$ cat config.mk
export PLATFORM = sky130hd
export DESIGN_NAME = rv32_avalon_lsu
export DESIGN_NICKNAME = d
export VERILOG_FILES = /design/src/rtl/rv32_lsu_pkg.sv /design/src/rtl/rv32_lsu_align.sv /design/src/rtl/rv32_avalon_lsu.sv
export SDC_FILE = /design/constraint.sdc
export NUM_CORES = 1
export LEC_CHECK = 0
export ABC_CLOCK_PERIOD_IN_PS = 3600
export BUFFER_PORTS_ARGS = -buffer_cell sky130_fd_sc_hd__buf_2
export CORE_MARGIN = 4
export CORE_UTILIZATION = 56
export CTS_BUF_LIST = sky130_fd_sc_hd__clkbuf_4 sky130_fd_sc_hd__clkbuf_8
export CTS_CLUSTER_DIAMETER = 200
export DETAILED_ROUTE_END_ITERATION = 8
export HOLD_SLACK_MARGIN = 0.03
export PLACE_DENSITY = 0.88
export SKIP_LAST_GASP = 1
export SYNTH_ARGS = -nofsm -noshare
export SYNTH_HDL_FRONTEND = slang
export SYNTH_SLANG_ARGS = --single-unit
$ cat constraint.sdc
create_clock -name clk -period 3.6 [get_ports clk]
set_input_delay 0 -clock clk [delete_from_list [all_inputs] [get_ports clk]]
set_output_delay 0 -clock clk [all_outputs]
set_load 0.01 [all_outputs]
$ cat src/rtl/rv32_lsu_pkg.sv
// Shared definitions for the RV32 load/store unit: FSM encodings, funct3 width
// codes and the alignment rule for a request.
package rv32_lsu_pkg;

    typedef logic [1:0] lsu_state_t;

    localparam lsu_state_t ST_IDLE    = 2'd0;
    localparam lsu_state_t ST_CMD     = 2'd1;
    localparam lsu_state_t ST_WAIT_RD = 2'd2;
    localparam lsu_state_t ST_DONE    = 2'd3;

    localparam logic [2:0] F3_LB  = 3'd0;
    localparam logic [2:0] F3_LH  = 3'd1;
    localparam logic [2:0] F3_LW  = 3'd2;
    localparam logic [2:0] F3_LBU = 3'd4;
    localparam logic [2:0] F3_LHU = 3'd5;
    localparam logic [2:0] F3_SB  = 3'd0;
    localparam logic [2:0] F3_SH  = 3'd1;
    localparam logic [2:0] F3_SW  = 3'd2;

    // funct3[1:0] alone selects the access width for loads and stores alike.
    function automatic logic is_misaligned(input logic [1:0] width, input logic [1:0] addr_lo);
        case (width)
            2'b00:   return 1'b0;
            2'b01:   return addr_lo[0];
            default: return |addr_lo;
        endcase
    endfunction

endpackage

$ cat src/rtl/rv32_lsu_align.sv
// Combinational lane steering: byteenable generation, store data replication
// and load lane extraction with sign/zero extension.
module rv32_lsu_align
    import rv32_lsu_pkg::*;
(
    input  logic [2:0]  funct3,
    input  logic [1:0]  addr_lo,
    input  logic [31:0] wdata,
    input  logic [31:0] rdata,
    output logic [3:0]  byteenable,
    output logic [31:0] wdata_rep,
    output logic [31:0] rdata_ext
);

    logic [31:0] shifted;
    logic [7:0]  lane8;
    logic [15:0] lane16;
    logic        sign_en;

    // Shifting the whole word by the byte offset brings the addressed lane to bit 0.
    always_comb begin
        shifted    = rdata >> {addr_lo, 3'b000};
        lane8      = shifted[7:0];
        lane16     = shifted[15:0];
        sign_en    = ~funct3[2];
        byteenable = 4'b1111;
        wdata_rep  = wdata;
        rdata_ext  = rdata;
        case (funct3[1:0])
            2'b00: begin
                byteenable = 4'b0001 << addr_lo;
                wdata_rep  = {4{wdata[7:0]}};
                rdata_ext  = {{24{sign_en & lane8[7]}}, lane8};
            end
            2'b01: begin
                byteenable = 4'b0011 << {addr_lo[1], 1'b0};
                wdata_rep  = {2{wdata[15:0]}};
                rdata_ext  = {{16{sign_en & lane16[15]}}, lane16};
            end
            default: begin
                byteenable = 4'b1111;
                wdata_rep  = wdata;
                rdata_ext  = rdata;
            end
        endcase
    end

endmodule

$ cat src/rtl/rv32_avalon_lsu.sv
// RV32 load/store unit bridging a stalling core interface onto an Avalon-MM
// master with waitrequest and pipelined readdatavalid, plus a per-phase timeout.
module rv32_avalon_lsu
    import rv32_lsu_pkg::*;
#(
    parameter int ADDR_W      = 32,
    parameter int TIMEOUT_CYC = 255
) (
    input  logic              clk,
    input  logic              reset_n,
    input  logic              req_valid,
    input  logic              req_we,
    input  logic [2:0]        req_funct3,
    input  logic [ADDR_W-1:0] req_addr,
    input  logic [31:0]       req_wdata,
    output logic              stall,
    output logic              rsp_valid,
    output logic [31:0]       rsp_rdata,
    output logic              rsp_err,
    output logic [ADDR_W-1:0] avm_address,
    output logic              avm_read,
    output logic              avm_write,
    output logic [31:0]       avm_writedata,
    output logic [3:0]        avm_byteenable,
    input  logic              avm_waitrequest,
    input  logic [31:0]       avm_readdata,
    input  logic              avm_readdatavalid
);

    localparam int CNT_W = (TIMEOUT_CYC < 2) ? 1 : $clog2(TIMEOUT_CYC + 1);
    localparam logic [CNT_W-1:0] CNT_LAST = CNT_W'(TIMEOUT_CYC - 1);

    lsu_state_t       state;
    logic [CNT_W-1:0] cnt;
    logic [2:0]       funct3_q;
    logic [1:0]       addr_lo_q;
    logic             err_q;
    logic [31:0]      rdata_q;

    logic [2:0]  align_f3;
    logic [1:0]  align_lo;
    logic [3:0]  align_be;
    logic [31:0] align_wd;
    logic [31:0] align_rd;
    logic        misaligned;
    logic        timeout;
    logic        in_done;

    // In IDLE the aligner looks at the live request; afterwards at the captured one.
    assign align_f3   = (state == ST_IDLE) ? req_funct3     : funct3_q;
    assign align_lo   = (state == ST_IDLE) ? req_addr[1:0]  : addr_lo_q;
    assign misaligned = is_misaligned(req_funct3[1:0], req_addr[1:0]);
    assign timeout    = (cnt == CNT_LAST);
    assign in_done    = (state == ST_DONE);

    rv32_lsu_align u_align (
        .funct3     (align_f3),
        .addr_lo    (align_lo),
        .wdata      (req_wdata),
        .rdata      (avm_readdata),
        .byteenable (align_be),
        .wdata_rep  (align_wd),
        .rdata_ext  (align_rd)
    );

    assign stall     = req_valid & ~in_done;
    assign rsp_valid = in_done;
    assign rsp_err   = in_done & err_q;
    assign rsp_rdata = in_done ? rdata_q : 32'd0;

    always_ff @(posedge clk or negedge reset_n) begin
        if (!reset_n) begin
            state          <= ST_IDLE;
            cnt            <= '0;
            funct3_q       <= '0;
            addr_lo_q      <= '0;
            err_q          <= 1'b0;
            rdata_q        <= '0;
            avm_address    <= '0;
            avm_read       <= 1'b0;
            avm_write      <= 1'b0;
            avm_writedata  <= '0;
            avm_byteenable <= '0;
        end else begin
            case (state)
                ST_IDLE: begin
                    if (req_valid) begin
                        funct3_q  <= req_funct3;
                        addr_lo_q <= req_addr[1:0];
                        rdata_q   <= '0;
                        cnt       <= '0;
                        if (misaligned) begin
                            err_q <= 1'b1;
                            state <= ST_DONE;
                        end else begin
                            err_q          <= 1'b0;
                            avm_address    <= {req_addr[ADDR_W-1:2], 2'b00};
                            avm_byteenable <= align_be;
                            avm_writedata  <= align_wd;
                            avm_read       <= ~req_we;
                            avm_write      <= req_we;
                            state          <= ST_CMD;
                        end
                    end
                end
                ST_CMD: begin
                    if (!avm_waitrequest) begin
                        avm_read  <= 1'b0;
                        avm_write <= 1'b0;
                        cnt       <= '0;
                        state     <= avm_write ? ST_DONE : ST_WAIT_RD;
                    end else if (timeout) begin
                        avm_read  <= 1'b0;
                        avm_write <= 1'b0;
                        err_q     <= 1'b1;
                        state     <= ST_DONE;
                    end else begin
                        cnt <= cnt + 1'b1;
                    end
                end
                ST_WAIT_RD: begin
                    if (avm_readdatavalid) begin
                        rdata_q <= align_rd;
                        state   <= ST_DONE;
                    end else if (timeout) begin
                        err_q <= 1'b1;
                        state <= ST_DONE;
                    end else begin
                        cnt <= cnt + 1'b1;
                    end
                end
                default: begin
                    state <= ST_IDLE;
                end
            endcase
        end
    end

endmodule

; Yosys cells after proc, flatten, opt, wreduce, memory -nomap -nowiden
; Cells that the tools add are included.
[totals]
regBits = 116
inputBits = 105
out_inout_bits = 105
word_cells = 84
[op_classes]
n_addsub = 1
eq_ne = 12
shift = 3
mux = 36
bitwise = 8
reduce_logical = 13
[ops]
columns = op, count
row1 = 32-bit one-hot mux with 2 select lines, 3
row2 = 32-bit 2-to-1 mux, 3
row3 = 8-bit 2-to-1 mux, 4
row4 = 32-bit by 5-bit right shift with 16-bit output, 1
row5 = 8-bit one-hot mux with 3 select lines, 1
row6 = 1-bit 2-to-1 mux, 12
row7 = 2-bit 2-to-1 mux, 6
row8 = "2-bit inequality test, second input constant", 5
row9 = 3-bit AND reduction, 3
row10 = "8-bit by 1-bit adder with 8-bit output, second input constant", 1
row11 = "8-bit equality test, second input constant", 1
row12 = 4-bit one-hot mux with 2 select lines, 1
row13 = 4-bit AND reduction, 2
row14 = "2-bit by 1-bit equality test with 1-bit output, second input constant", 3
row15 = 2-bit zero test, 3
row16 = 1-bit one-hot mux with 2 select lines, 3
row17 = 2-bit one-hot mux with 3 select lines, 1
row18 = 1-bit AND, 4
row19 = "2-bit equality test, second input constant", 2
row20 = 1-bit inverter, 4
row21 = 2-bit nonzero test, 2
row22 = "1-bit by 2-bit << shifter with 4-bit output, first input constant", 1
row23 = "2-bit by 2-bit << shifter with 4-bit output, first input constant", 1
row24 = 3-bit 2-to-1 mux, 1
row25 = other kinds (5), 5

; Depth between registers and ports, before layout
; Gate-level depths: netlist of run 1.
[logic_depth]
word_depth = 7
depth_mapped = 10
mapped_depth_nobuf = 7

; Cells and area by module
; From an unflattened synthesis of run 1, not the netlist that was laid out.
[unflattened]
cells_unflattened = 629
hier_area_um2 = 6383.6
[modules_own_cells]
columns = module, instances, cells_per_inst, area_per_inst_um2, seq_area_each_um2
row1 = rv32_avalon_lsu, 1, 430, 5122.4, 2902.8
row2 = rv32_lsu_align, 1, 199, 1261.2, 0.0

; Worst setup path after synthesis of run 1
; OpenSTA, ideal clock, no wires.
[synth_path]
kind = flip-flop to flip-flop
startpoint = register state[1]
endpoint = register rdata_q[15]
setup_ns = 0.126
t_arrival_ns = 1.942
setup_slack_ns = 1.532
path_stages_with_launch = 9
n_path_buf = 2
period_less_slack_ns = 2.068
cell_sequence = dfrtp_1 -> inv_1 -> ha_1 -> buf_6 -> buf_6 -> mux2_4 -> o311a_4 -> a21boi_1 -> a221o_1
[synth_via]
elab_chain_cells = 7
[synth_rtl]
columns = item, line
row1 = from (decl), rv32_avalon_lsu.sv:33  ; lsu_state_t state;
row2 = from (signal assigned), rv32_avalon_lsu.sv:111  ; state <= avm_write ? ST_DONE : ST_WAIT_RD;
row3 = 2-bit zero test, "rv32_avalon_lsu.sv:50, rv32_avalon_lsu.sv:51, rv32_avalon_lsu.sv:85"
row4 = 2-bit 2-to-1 mux or 3-bit 2-to-1 mux (tied branches), "rv32_avalon_lsu.sv:51, rv32_avalon_lsu.sv:50"
row5 = 32-bit by 5-bit right shift with 16-bit output or 1-bit inverter (tied branches), "rv32_lsu_align.sv:22, rv32_lsu_align.sv:25"
row6 = 1-bit AND, rv32_lsu_align.sv:33  ; rdata_ext = {{24{sign_en & lane8[7]}}, lane8};
row7 = 32-bit one-hot mux with 2 select lines, rv32_lsu_align.sv:29  ; case (funct3[1:0])
row8 = 32-bit 2-to-1 mux, rv32_avalon_lsu.sv:122  ; if (avm_readdatavalid) begin
row9 = 32-bit one-hot mux with 2 select lines, rv32_avalon_lsu.sv:85  ; case (state)
row10 = to (signal assigned), rv32_avalon_lsu.sv:123  ; rdata_q <= align_rd;
row11 = to (decl), rv32_avalon_lsu.sv:38  ; logic [31:0] rdata_q;
; Several ways; a longest one is shown, not always the timed one. The select of a mux whose other input is x is not followed.
; A chain may end at the register's enable or synchronous reset.

; Worst setup path after layout of run 1
[layout_path]
startpoint = register state[1]
endpoint = register rdata_q[9]
; Same word-level chain as after synthesis.

==> summary.md, run 1 <==
| Metric | Value |
|---|---|
| Post-CTS repair timing setup buffer count | `0` |
| Final-report setup violation count | `0` |
| Min Clock Period, post-route | `approximately 3.2 ns` |
| Max H-tree Level | `4` |
| Leakage Power | `roughly 4.2 nW` |
| Number of DRC violations after detailed-routing iteration 0 | `585` |
| Core footprint | `~10000 sq um` |
| Wire length of the first global-routing pass | `~33000 um` |
| Weighted congestion reported at the end of routability-driven placement | `0.857` |
| Drt pass-1 iters | `6` |
| Gate family responsible for the most delay along the worst path | `buffers and inverters` |
| Startpoint kind of the worst setup timing path | `flip-flop` |
| N_diodes | `0` |
| Number of nets still failing antenna checks after routing | `0` |
| Library cell used as clock root buffer | `sky130_fd_sc_hd__clkbuf_8` |
| Final critical-path share of the clock period | `90.2%` |
| Power density normalized to cell area | `roughly 800 nW/um^2` |
| CP max FO | `26` |
| Fraction of final layout cells sized beyond drive strength 1 | `between 30% and 40%` |
| Max Transition Viols Final | `0` |
| Vias in the first global route | `about 6500` |
| Clock latency at the later pin of the worst-skew pair | `~0.44 ns` |
| Ports | `between 200 and 250` |
| Number of buffers inserted by port buffering | `~210` |
| Largest stage delay on the critical path | `0.61 ns` |
| Number of sinks on the clock net | `between 100 and 150` |
| Worst path bufs/invs | `3` |
| Initial antenna violation count | `0` |
| Fill cells | `575` |
| Wire length after detailed routing | `approximately 20000 um` |
| Post-synth design cell area | `between 5000 and 6000 sq um` |
| Post-place setup slack | `slightly above 0.7 ns` |
| Final Hold Fails | `0` |
| Run status | `completed` |
| Crit path max-delay cell type | `sky130_fd_sc_hd__dlygate4sd3_1` |
| Std cell rows | `37` |
| Arrival time reported for the critical path endpoint | `~3.6 ns` |
| Gate count after technology mapping | `570` |
| Cells along the critical path | `inv_1 > ha_2 > mux2i_4 > buf_4 > o211ai_1 > o311a_4 > o211ai_4 > o2111ai_1 > dlygate4sd3_1` |
| Post-route setup slack | `0.353 ns` |
| Post-synthesis sequential area ratio | `roughly 50%` |
| Die H | `around 110 um` |
| Leading cell type in the layout, fill and taps excluded | `sky130_fd_sc_hd__buf_2` |
| Gr usage total | `~33%` |
| Synthesis Warnings | `0` |
| Post-Synthesis Mean Instance Area | `10.5 sq um` |
| Largest net degree at the start of global routing | `between 90 and 100` |
| Number of storage elements in the synthesis netlist | `roughly 120` |
| Most frequently used flop master after synthesis | `sky130_fd_sc_hd__dfrtp_1` |
| Worst Tran Pin Value | `~1.2 ns` |
| Number of enable-type register cells in the synthesized netlist | `0` |
| Worst clock skew | `between 0.01 and 0.015 ns` |
| DRC | `0` |
| Share of flip-flops with an asynchronous set or reset after synthesis | `100%` |
| Via count | `approximately 6100` |
| WS Path Type | `reg2reg` |
| Post-layout nets | `about 1000` |
| Relative slew margins | `a little over a fifth` |
| Distinct cell type count after synthesis | `54` |
| Number of buffers created by CTS | `17` |
| Final hold slack | `0.0682 ns` |
| Max Freq | `a little over 300 MHz` |
| Clk slew on worst S/H paths | `~0.07 ns` |
| Class of the worst hold path | `in2reg` |
| Worst setup EP type | `flip-flop` |
| Growth of design area from synthesis to finish | `43.1%` |
| Critical path data required time | `3.92 ns` |
| Via/cell ratio | `~6` |
| Total congestion overflow | `0` |
| Peak VDD IR | `495 uV` |
| TritonCTS clock tree | `yes` |
| Max Cap Viol | `0` |
| HPWL reported at the end of detailed placement | `around 12000 um` |
| Unrepaired setup endpoints after global routing | `false` |
| Horizontal die dimension | `around 110 um` |
| Sum of negative setup slack | `0 ns` |
| Full die area | `approximately 12000 sq um` |
| Maximum number of buffers from clock root to sink | `2` |
| Wire length per cell | `~20 um` |
| Highest-count cells in the layout ignoring fill and taps | `sky130_fd_sc_hd__buf_2, sky130_fd_sc_hd__dfrtp_1, sky130_fd_sc_hd__dlygate4sd3_1` |
| Initial standard-cell utilization of the core | `a little under 60%` |
-- stage by stage --
step | area, sq um | util [%] | total power [mW] | cells
6_report | 8560 | 82.5 | 6.73 | 1025
5_1_grt | 8560 | 82.5 | 7.09 | 1025
4_1_cts | 8550 | 82.5 | 6.54 | 1025
3_5_place_dp | 7020 | 67.7 | 5.09 | 878
3_3_place_gp | 7020 | 67.7 | 4.95 | 878
2_1_floorplan | 5980 | - | 4.15 | 571
-- worst min-delay path: cells and delay by family --
family | cells | cell delay, ns
buffers and inverters | 2 | 0.31
AO/OA/AOI/OAI | 1 | 0.13
-- layout make-up --
type / count / area [sq um] / area share, %
Inverter: 11 / 41.3 / 0.483
Clock buffer: 19 / 249 / 2.91
Sequential cell: 116 / 2900 / 33.9
Multi-Input combinational cell: 401 / 2810 / 32.9
Clock inverter: 13 / 136 / 1.59
Tap cell: 136 / 170 / 1.99
Timing Repair Buffer: 329 / 2240 / 26.2
-- synthesized netlist by cell type, drive strengths merged, types with 8 or more instances --
library cell	n	area (sq um)
clkbuf	16	60.1
a21oi	17	88.8
o21ai	36	180
o22ai	10	68.8
mux2i	27	283
a222oi	8	80.1
mux2	42	477
nand3	9	45.0
a21o	8	60.1
dfrtp	116	2900
nand2	76	285
o211ai	26	209
nor2	29	109
inv	11	41.3
buf	27	171
o32a	9	90.1
a32o	8	80.1
and2	36	225
-- sequential cells by signal (all words and copies together), names as in the netlist, 2 cells and up --
signal / flops
avm_writedata: 32
rdata_q: 32
avm_address: 30
cnt: 8
avm_byteenable: 4
funct3_q: 3
addr_lo_q: 2
state: 2
-- logic make-up (layout without fill, tap and decap cells) --
| kind of cell | count (synthesis) | in the layout | synth area share, % |
|---|---|---|---|
| DFF | 116 | 116 | 48.6 |
| adders and majority gates | 7 | 7 | 1.47 |
| and+or+nand+nor | 173 | 173 | 13.9 |
| muxes | 69 | 69 | 12.7 |
| AOI/OAI and AO/OA | 150 | 150 | 18.7 |
| buffers and inverters | 54 | 372 | 4.56 |
| other | 1 | 2 | 0.0627 |
-- routing by layer --
metal,vias up,global-route usage [%],wire length [um]
met5,-,0,0
met4,0,15.5,784
met3,76,9.06,1930
met2,441,55.4,10200
met1,2944,39.2,7570
li1,2675,-,-
-- repair_timing --
item,CTS,global route
endpoints found under the hold margin,158,0
hold buffers,115,0
endpoints found under the setup margin,0,3
gates resized for setup,0,1
-- final timing paths --
| path | depth (start not counted) | from | end | slack, ns |
|---|---|---|---|---|
| min reg2reg | 1 | avm_byteenable[3] | avm_byteenable[3] | 0.48 |
| max reg2reg | 9 | state[1] | rdata_q[9] | 0.35 |
| max | 9 | state[1] | rdata_q[9] | 0.35 |
| min | 3 | req_addr[0] | addr_lo_q[0] | 0.07 |
| min in group asynchronous | 2 | reset_n | cnt[7] | 0.18 |
| max in group asynchronous | 3 | reset_n | avm_writedata[24] | 2.53 |
-- where the power goes --
group | total, mW | internal (mW) | switching [mW]
Combinational | 3.35 | 1.48 | 1.87
Clock | 1.19 | 0.626 | 0.561
Sequential | 2.20 | 1.83 | 0.363
Power figures use the tool's default switching activity.
==> run 2, diff against run 1 <==
--- a/config.mk
+++ b/config.mk
@@ -5,15 +5,15 @@
 export SDC_FILE = /design/constraint.sdc
 export NUM_CORES = 1
 export LEC_CHECK = 0
-export ABC_CLOCK_PERIOD_IN_PS = 3600
-export BUFFER_PORTS_ARGS = -buffer_cell sky130_fd_sc_hd__buf_2
+export ABC_CLOCK_PERIOD_IN_PS = 3100
+export BUFFER_PORTS_ARGS = -buffer_cell sky130_fd_sc_hd__clkbuf_2
 export CORE_MARGIN = 4
-export CORE_UTILIZATION = 56
+export CORE_UTILIZATION = 52
 export CTS_BUF_LIST = sky130_fd_sc_hd__clkbuf_4 sky130_fd_sc_hd__clkbuf_8
 export CTS_CLUSTER_DIAMETER = 200
 export DETAILED_ROUTE_END_ITERATION = 8
 export HOLD_SLACK_MARGIN = 0.03
-export PLACE_DENSITY = 0.88
+export PLACE_DENSITY = 0.83
 export SKIP_LAST_GASP = 1
 export SYNTH_ARGS = -nofsm -noshare
 export SYNTH_HDL_FRONTEND = slang
==> constraint.sdc (replaced) <==
create_clock -name clk -period 3.1 [get_ports clk]
set_input_delay 0 -clock clk [delete_from_list [all_inputs] [get_ports clk]]
set_output_delay 0 -clock clk [all_outputs]
set_load 0.01 [all_outputs]
==> summary.md, run 2 (synthesis gave the netlist of run 1 again) <==
| Metric | Value |
|---|---|
| Fill cells | `657 (+14%)` |
| Core footprint | `11000 sq um (+6.4%)` |
| Largest net degree at the start of global routing | `77 (-21%)` |
| Crit path max-delay cell type | `sky130_fd_sc_hd__o21ai_2` |
| Final Hold Fails | `0 (unchanged)` |
| Min Clock Period, post-route | `2.94 ns (-0.307 ns)` |
| Relative slew margins | `18.8% (-2.3 points)` |
| Number of buffers inserted by port buffering | `207 (unchanged)` |
| Initial antenna violation count | `2 (+2)` |
| Full die area | `13300 sq um (+7.1%)` |
| WS Path Type | `reg2reg` |
| Footprint of the multi-input gates | `2850 sq um (+1.4%)` |
| Worst setup EP type | `flip-flop` |
| Via/cell ratio | `5.87 (-2.0%)` |
| Peak VDD IR | `527 uV (+6.6%)` |
| Final instance count without filler cells | `1041 (+1.6%)` |
| CP max FO | `29 (+12%)` |
| Drt pass-1 iters | `8 (+2)` |
| Via count | `6106 (-0.49%)` |
| Number of sinks on the clock net | `116 (unchanged)` |
| Gate family responsible for the most delay along the worst path | `compound AO/OA/AOI/OAI gates` |
| Gr usage total | `30.5% (-2.4 points)` |
| Class of the worst hold path | `in2reg` |
| Leading cell type in the layout, fill and taps excluded | `sky130_fd_sc_hd__clkbuf_2` |
| Worst clock skew | `0.0126 ns (-0.000257 ns)` |
| Fraction of final layout cells sized beyond drive strength 1 | `34.6% (+0.85 points)` |
| Post-CTS repair timing setup buffer count | `0 (unchanged)` |
| Library cell used as clock root buffer | `sky130_fd_sc_hd__clkbuf_8` |
| Post-layout nets | `995 (+0.71%)` |
| Vias in the first global route | `6341 (-2.4%)` |
| Final critical-path share of the clock period | `94.9% (+4.7 points)` |
| Horizontal die dimension | `115 um (+3.5%)` |
| Total congestion overflow | `0 (unchanged)` |
| Post-place setup slack | `0.691 ns (-0.0330 ns)` |
| TritonCTS clock tree | `yes` |
| Number of DRC violations after detailed-routing iteration 0 | `617 (+5.5%)` |
| Maximum number of buffers from clock root to sink | `2 (unchanged)` |
| Wire length of the first global-routing pass | `31900 um (-3.1%)` |
| Final hold slack | `0.0611 ns (-0.00707 ns)` |
| Startpoint kind of the worst setup timing path | `flip-flop` |
| Largest registers | `avm_writedata: 32 flops, rdata_q: 32 flops, avm_address: 30 flops` |
| Sequential cell area | `2900 sq um (unchanged)` |
| Power density normalized to cell area | `915 nW/um^2 (+16%)` |
| Clock latency at the later pin of the worst-skew pair | `0.43 ns (about the same)` |
| Initial standard-cell utilization of the core | `54.2% (-3.5 points)` |
| Clk slew on worst S/H paths | `0.07 ns (about the same)` |
| Critical path data required time | `3.46 ns (-0.46 ns)` |
| Growth of design area from synthesis to finish | `46.0%` |
| Max Transition Viols Final | `0 (unchanged)` |
| Cells along the critical path | `inv_1 > ha_1 > and2_1 > o21ai_2 > a2bb2oi_1 > o211ai_1 > dlygate4sd3_1` |
| Std cell rows | `38 (+2.7%)` |
| Run status | `completed` |
| Arrival time reported for the critical path endpoint | `3.30 ns (-0.27 ns)` |
| Ports | `210 (unchanged)` |
| Worst Tran Pin Value | `1.22 ns (+0.0348 ns)` |
| Weighted congestion reported at the end of routability-driven placement | `0.872 (+1.7%)` |
| Final-report setup violation count | `0 (unchanged)` |
| Worst path bufs/invs | `2 (-1)` |
| Leakage Power | `4.23 nW (+1.2%)` |
| Max Cap Viol | `0 (unchanged)` |
| Post-route setup slack | `0.159 ns (-0.193 ns)` |
| DRC | `0 (unchanged)` |
| HPWL reported at the end of detailed placement | `12200 um (+2.8%)` |
| Number of nets still failing antenna checks after routing | `0 (unchanged)` |
| # placed instances | `887 (+1.0%)` |
| Max H-tree Level | `4 (unchanged)` |
| Max Freq | `340 MHz (+10%)` |
| Wire length after detailed routing | `20400 um (-0.46%)` |
| Largest stage delay on the critical path | `0.96 ns (+0.35 ns)` |
| Highest-count cells in the layout ignoring fill and taps | `sky130_fd_sc_hd__clkbuf_2, sky130_fd_sc_hd__dfrtp_1, sky130_fd_sc_hd__dlygate4sd3_1` |
| Unrepaired setup endpoints after global routing | `true` |
| Die H | `115 um (+3.5%)` |
| Total power draw | `7.98 mW (+19%)` |
| Wire length per cell | `19.6 um (-2.0%)` |
| Number of buffers created by CTS | `17 (unchanged)` |
-- run 2: layer usage --
| metal | track usage [%] | share of wire [%] | up-vias |
|---|---|---|---|
| met5 | 0 | 0 | - |
| met4 | 14.0 | 2.8 | 0 |
| met3 | 9.37 | 11 | 55 |
| met2 | 50.8 | 49 | 430 |
| met1 | 36.4 | 37 | 2930 |
| li1 | - | - | 2691 |
-- run 2: final cells by class --
| class | instances | area share [%] |
|---|---|---|
| clock buffer | 21 | 3.24 |
| multi-input combinational | 402 | 32.7 |
| sequential | 116 | 33.3 |
| clock inverter | 11 | 1.74 |
| tap | 140 | 2.01 |
| inverter | 11 | 0.473 |
| antenna | 5 | 0.143 |
| timing repair buffer | 335 | 26.4 |
-- run 2: worst paths after layout --
path                                    from           endpoint  slack, ns  cells past startpoint
hold reg to reg            avm_byteenable[0]  avm_byteenable[0]       0.49                      1
hold / removal              avm_readdata[11]         rdata_q[3]       0.06                      3
max in group asynchronous            reset_n  avm_writedata[31]       2.15                      3
setup reg to reg                    state[0]        rdata_q[13]       0.16                      7
setup / recovery                    state[0]        rdata_q[13]       0.16                      7
min in group asynchronous            reset_n             cnt[4]       0.16                      2
-- run 2: per-stage QoR --
step                instance area (sq um)  util (%)  TNS (ns)
finish                               8720      79.1         0
floorplan                            5980         -         0
global placement                     7070      64.1         0
detailed placement                   7070      64.1         0
CTS                                  8670      78.6         0
global route                         8720      79.0  -0.00337
-- run 2: worst register-to-register path, delay by kind of cell (launching register included) --
kind | cells | cell delay [ns]
flops | 1 | 0.40
fa+ha+maj | 1 | 0.24
simple gates | 1 | 0.21
buf+inv | 2 | 0.68
compound gates | 3 | 1.36
-- run 2: what timing repair did --
action                                 CTS  global route
endpoints found under the hold margin  152             0
setup endpoints to repair                0            13
hold buffers                           116             0
resized for setup                        0             8
-- run 2: power breakdown --
group / switching (mW) / internal (mW)
registers: 0.433 / 2.13
clock network: 0.642 / 0.869
logic: 2.16 / 1.75
total: 3.23 / 4.75
==> run 3, diff against run 2 <==
--- a/config.mk
+++ b/config.mk
@@ -8,12 +8,13 @@
 export ABC_CLOCK_PERIOD_IN_PS = 3100
 export BUFFER_PORTS_ARGS = -buffer_cell sky130_fd_sc_hd__clkbuf_2
 export CORE_MARGIN = 4
-export CORE_UTILIZATION = 52
+export CORE_UTILIZATION = 50
 export CTS_BUF_LIST = sky130_fd_sc_hd__clkbuf_4 sky130_fd_sc_hd__clkbuf_8
 export CTS_CLUSTER_DIAMETER = 200
 export DETAILED_ROUTE_END_ITERATION = 8
 export HOLD_SLACK_MARGIN = 0.03
-export PLACE_DENSITY = 0.83
+export MAX_ROUTING_LAYER = met4
+export PLACE_DENSITY = 0.8
 export SKIP_LAST_GASP = 1
 export SYNTH_ARGS = -nofsm -noshare
 export SYNTH_HDL_FRONTEND = slang
==> summary.md, run 3 (synthesis gave the netlist of run 1 again) <==
| Metric | Value |
|---|---|
| TritonCTS clock tree | `yes` |
| Arrival time reported for the critical path endpoint | `3.21 ns (-0.09 ns)` |
| Final hold slack | `0.0761 ns (+0.0150 ns)` |
| Max Cap Viol | `0 (unchanged)` |
| Worst clock skew | `0.00839 ns (-0.00420 ns)` |
| Worst Tran Pin Value | `1.05 ns (-0.170 ns)` |
| Number of sinks on the clock net | `116 (unchanged)` |
| Final instance count without filler cells | `1029 (-1.2%)` |
| Final Hold Fails | `0 (unchanged)` |
| Wire length per cell | `18.8 um (-3.7%)` |
| Horizontal die dimension | `117 um (+1.8%)` |
| Number of nets still failing antenna checks after routing | `0 (unchanged)` |
| Gr usage total | `29.5% (-1.1 points)` |
| Library cell used as clock root buffer | `sky130_fd_sc_hd__clkbuf_8` |
| Hold EP | `rdata_q[15]` |
| # placed instances | `889 (+0.23%)` |
| Clk slew on worst S/H paths | `0.08 ns (about the same)` |
| Max H-tree Level | `4 (unchanged)` |
| Full die area | `13800 sq um (+3.7%)` |
| HPWL reported at the end of detailed placement | `12400 um (+1.0%)` |
| Die H | `117 um (+1.8%)` |
| Final critical-path share of the clock period | `94.3% (-0.57 points)` |
| Maximum number of buffers from clock root to sink | `2 (unchanged)` |
| Class of the worst hold path | `in2reg` |
| Post-layout nets | `985 (-1.0%)` |
| Wire length after detailed routing | `19400 um (-4.8%)` |
| DRC | `0 (unchanged)` |
| Initial antenna violation count | `0 (-2)` |
| Initial standard-cell utilization of the core | `51.7% (-2.5 points)` |
| Post-CTS repair timing setup buffer count | `0 (unchanged)` |
| WS Path Type | `reg2reg` |
| Final-report setup violation count | `0 (unchanged)` |
| Via count | `5968 (-2.3%)` |
| Run status | `completed` |
| Min Clock Period, post-route | `2.92 ns (-0.0176 ns)` |
| Startpoint kind of the worst setup timing path | `flip-flop` |
| Via/cell ratio | `5.80 (-1.1%)` |
| R2R Path End | `avm_writedata[28]` |
| CP max FO | `19 (-34%)` |
| Leakage Power | `4.18 nW (-1.1%)` |
| Relative slew margins | `30.1% (+11 points)` |
| Wire length of the first global-routing pass | `32100 um (+0.80%)` |
| Leading cell type in the layout, fill and taps excluded | `sky130_fd_sc_hd__clkbuf_2` |
| Unrepaired setup endpoints after global routing | `false` |
| Hold Path Cell Cnt | `4 (+1)` |
| Core footprint | `11600 sq um (+4.8%)` |
| Worst setup slack for register-to-register paths | `0.18 ns (+0.02 ns)` |
| N_diodes | `0 (-5)` |
| Sum of negative setup slack | `0 ns (unchanged)` |
| HP Start | `avm_readdata[15]` |
| Critical path data required time | `3.39 ns (-0.07 ns)` |
| Ports | `210 (unchanged)` |
| Reg-to-reg critical path startpoint | `state[1]` |
| Peak VDD IR | `557 uV (+5.7%)` |
| Power density normalized to cell area | `906 nW/um^2 (-0.92%)` |
| Max Freq | `342 MHz (+0.60%)` |
| Drt pass-1 iters | `5 (-3)` |
| Clock latency at the later pin of the worst-skew pair | `0.44 ns (about the same)` |
| Largest registers | `avm_writedata: 32 flops, rdata_q: 32 flops, avm_address: 30 flops` |
| Weighted congestion reported at the end of routability-driven placement | `0.895 (+2.7%)` |
| Number of buffers created by CTS | `17 (unchanged)` |
| Std cell rows | `39 (+2.6%)` |
| Number of DRC violations after detailed-routing iteration 0 | `565 (-8.4%)` |
| Depth of the most critical reg-to-reg path | `9 (+2)` |
| Number of buffers inserted by port buffering | `207 (unchanged)` |
| Highest-count cells in the layout ignoring fill and taps | `sky130_fd_sc_hd__clkbuf_2, sky130_fd_sc_hd__dfrtp_1, sky130_fd_sc_hd__dlygate4sd3_1` |
| Growth of design area from synthesis to finish | `43.9%` |
| Fraction of final layout cells sized beyond drive strength 1 | `34.3% (-0.29 points)` |
| Max Transition Viols Final | `0 (unchanged)` |
| Vias in the first global route | `6283 (-0.91%)` |
| Worst setup EP type | `flip-flop` |
| Largest net degree at the start of global routing | `98 (+27%)` |
| Total congestion overflow | `0 (unchanged)` |
==> run 3: cell count changes in the layout (fill, tap and decap cells not counted), sizes merged, moves of 2 or more <==
cell / delta
dlygate4sd3: -8
diode: -5
clkinv: +4
clkinvlp: -4
clkbuf: -2
==> run 3: power breakdown <==
group	switching [mW]	internal (mW)	total [mW]	leakage [nW]
Combinational	2.07	1.64	3.71	2.50
Sequential	0.411	2.13	2.54	1.47
Clock	0.646	0.902	1.55	0.215
==> run 3: repair_timing <==
| action | CTS | global route |
|---|---|---|
| hold buffers | 108 | 0 |
| setup endpoints to repair | 0 | 4 |
| gates resized for setup | 0 | 1 |
| endpoints found under the hold margin | 166 | 0 |
==> run 3: per-stage QoR <==
step / setup WS (ns) / cell area [sq um] / power (mW) / utilization, %
detailed placement: 0.377 / 7080 / 6.00 / 61.2
global placement: 0.531 / 7080 / 5.83 / 61.2
global route: 0.0269 / 8600 / 8.29 / 74.4
floorplan: 1.03 / 5980 / 4.82 / -
CTS: 0.0360 / 8600 / 7.71 / 74.3
finish: 0.177 / 8600 / 7.80 / 74.4
==> run 3: final cells by class <==
class                      instances  area [sq um]
clock buffer                      19           255
clock inverter                    13           180
fill                             748          2970
inverter                          11          41.3
multi-input combinational        401          2810
sequential                       116          2900
tap                              143           179
timing repair buffer             326          2230
==> run 3: routing by layer <==
layer | share of wire, % | global-route usage, %
met5 | 0 | -
met4 | 3.2 | 13.0
met3 | 8.8 | 8.57
met2 | 49 | 47.7
met1 | 39 | 34.4
==> run 3: worst max-delay path, cell delays in order, from the launching register on <==
cell	delay, ns
sky130_fd_sc_hd__dfrtp_1	0.44
sky130_fd_sc_hd__inv_1	0.12
sky130_fd_sc_hd__ha_2	0.43
sky130_fd_sc_hd__buf_4	0.24
sky130_fd_sc_hd__nand2b_1	0.16
sky130_fd_sc_hd__o22ai_2	0.10
sky130_fd_sc_hd__buf_4	0.21
sky130_fd_sc_hd__a222oi_1	0.35
sky130_fd_sc_hd__dlygate4sd3_1	0.61
sky130_fd_sc_hd__o21ai_0	0.09
==> run 3: worst max path at each step <==
stage | from | end | slack [ns] | depth (start not counted)
after global routing | state[1] | avm_writedata[28] | 0.03 | 9
after CTS | state[0] | avm_writedata[8] | 0.04 | 9
after floorplan | state[1] | rdata_q[15] | 1.03 | 8
final | state[1] | avm_writedata[28] | 0.18 | 9
after detailed placement | state[1] | rdata_q[17] | 0.38 | 7
after global placement | state[1] | rdata_q[17] | 0.53 | 7
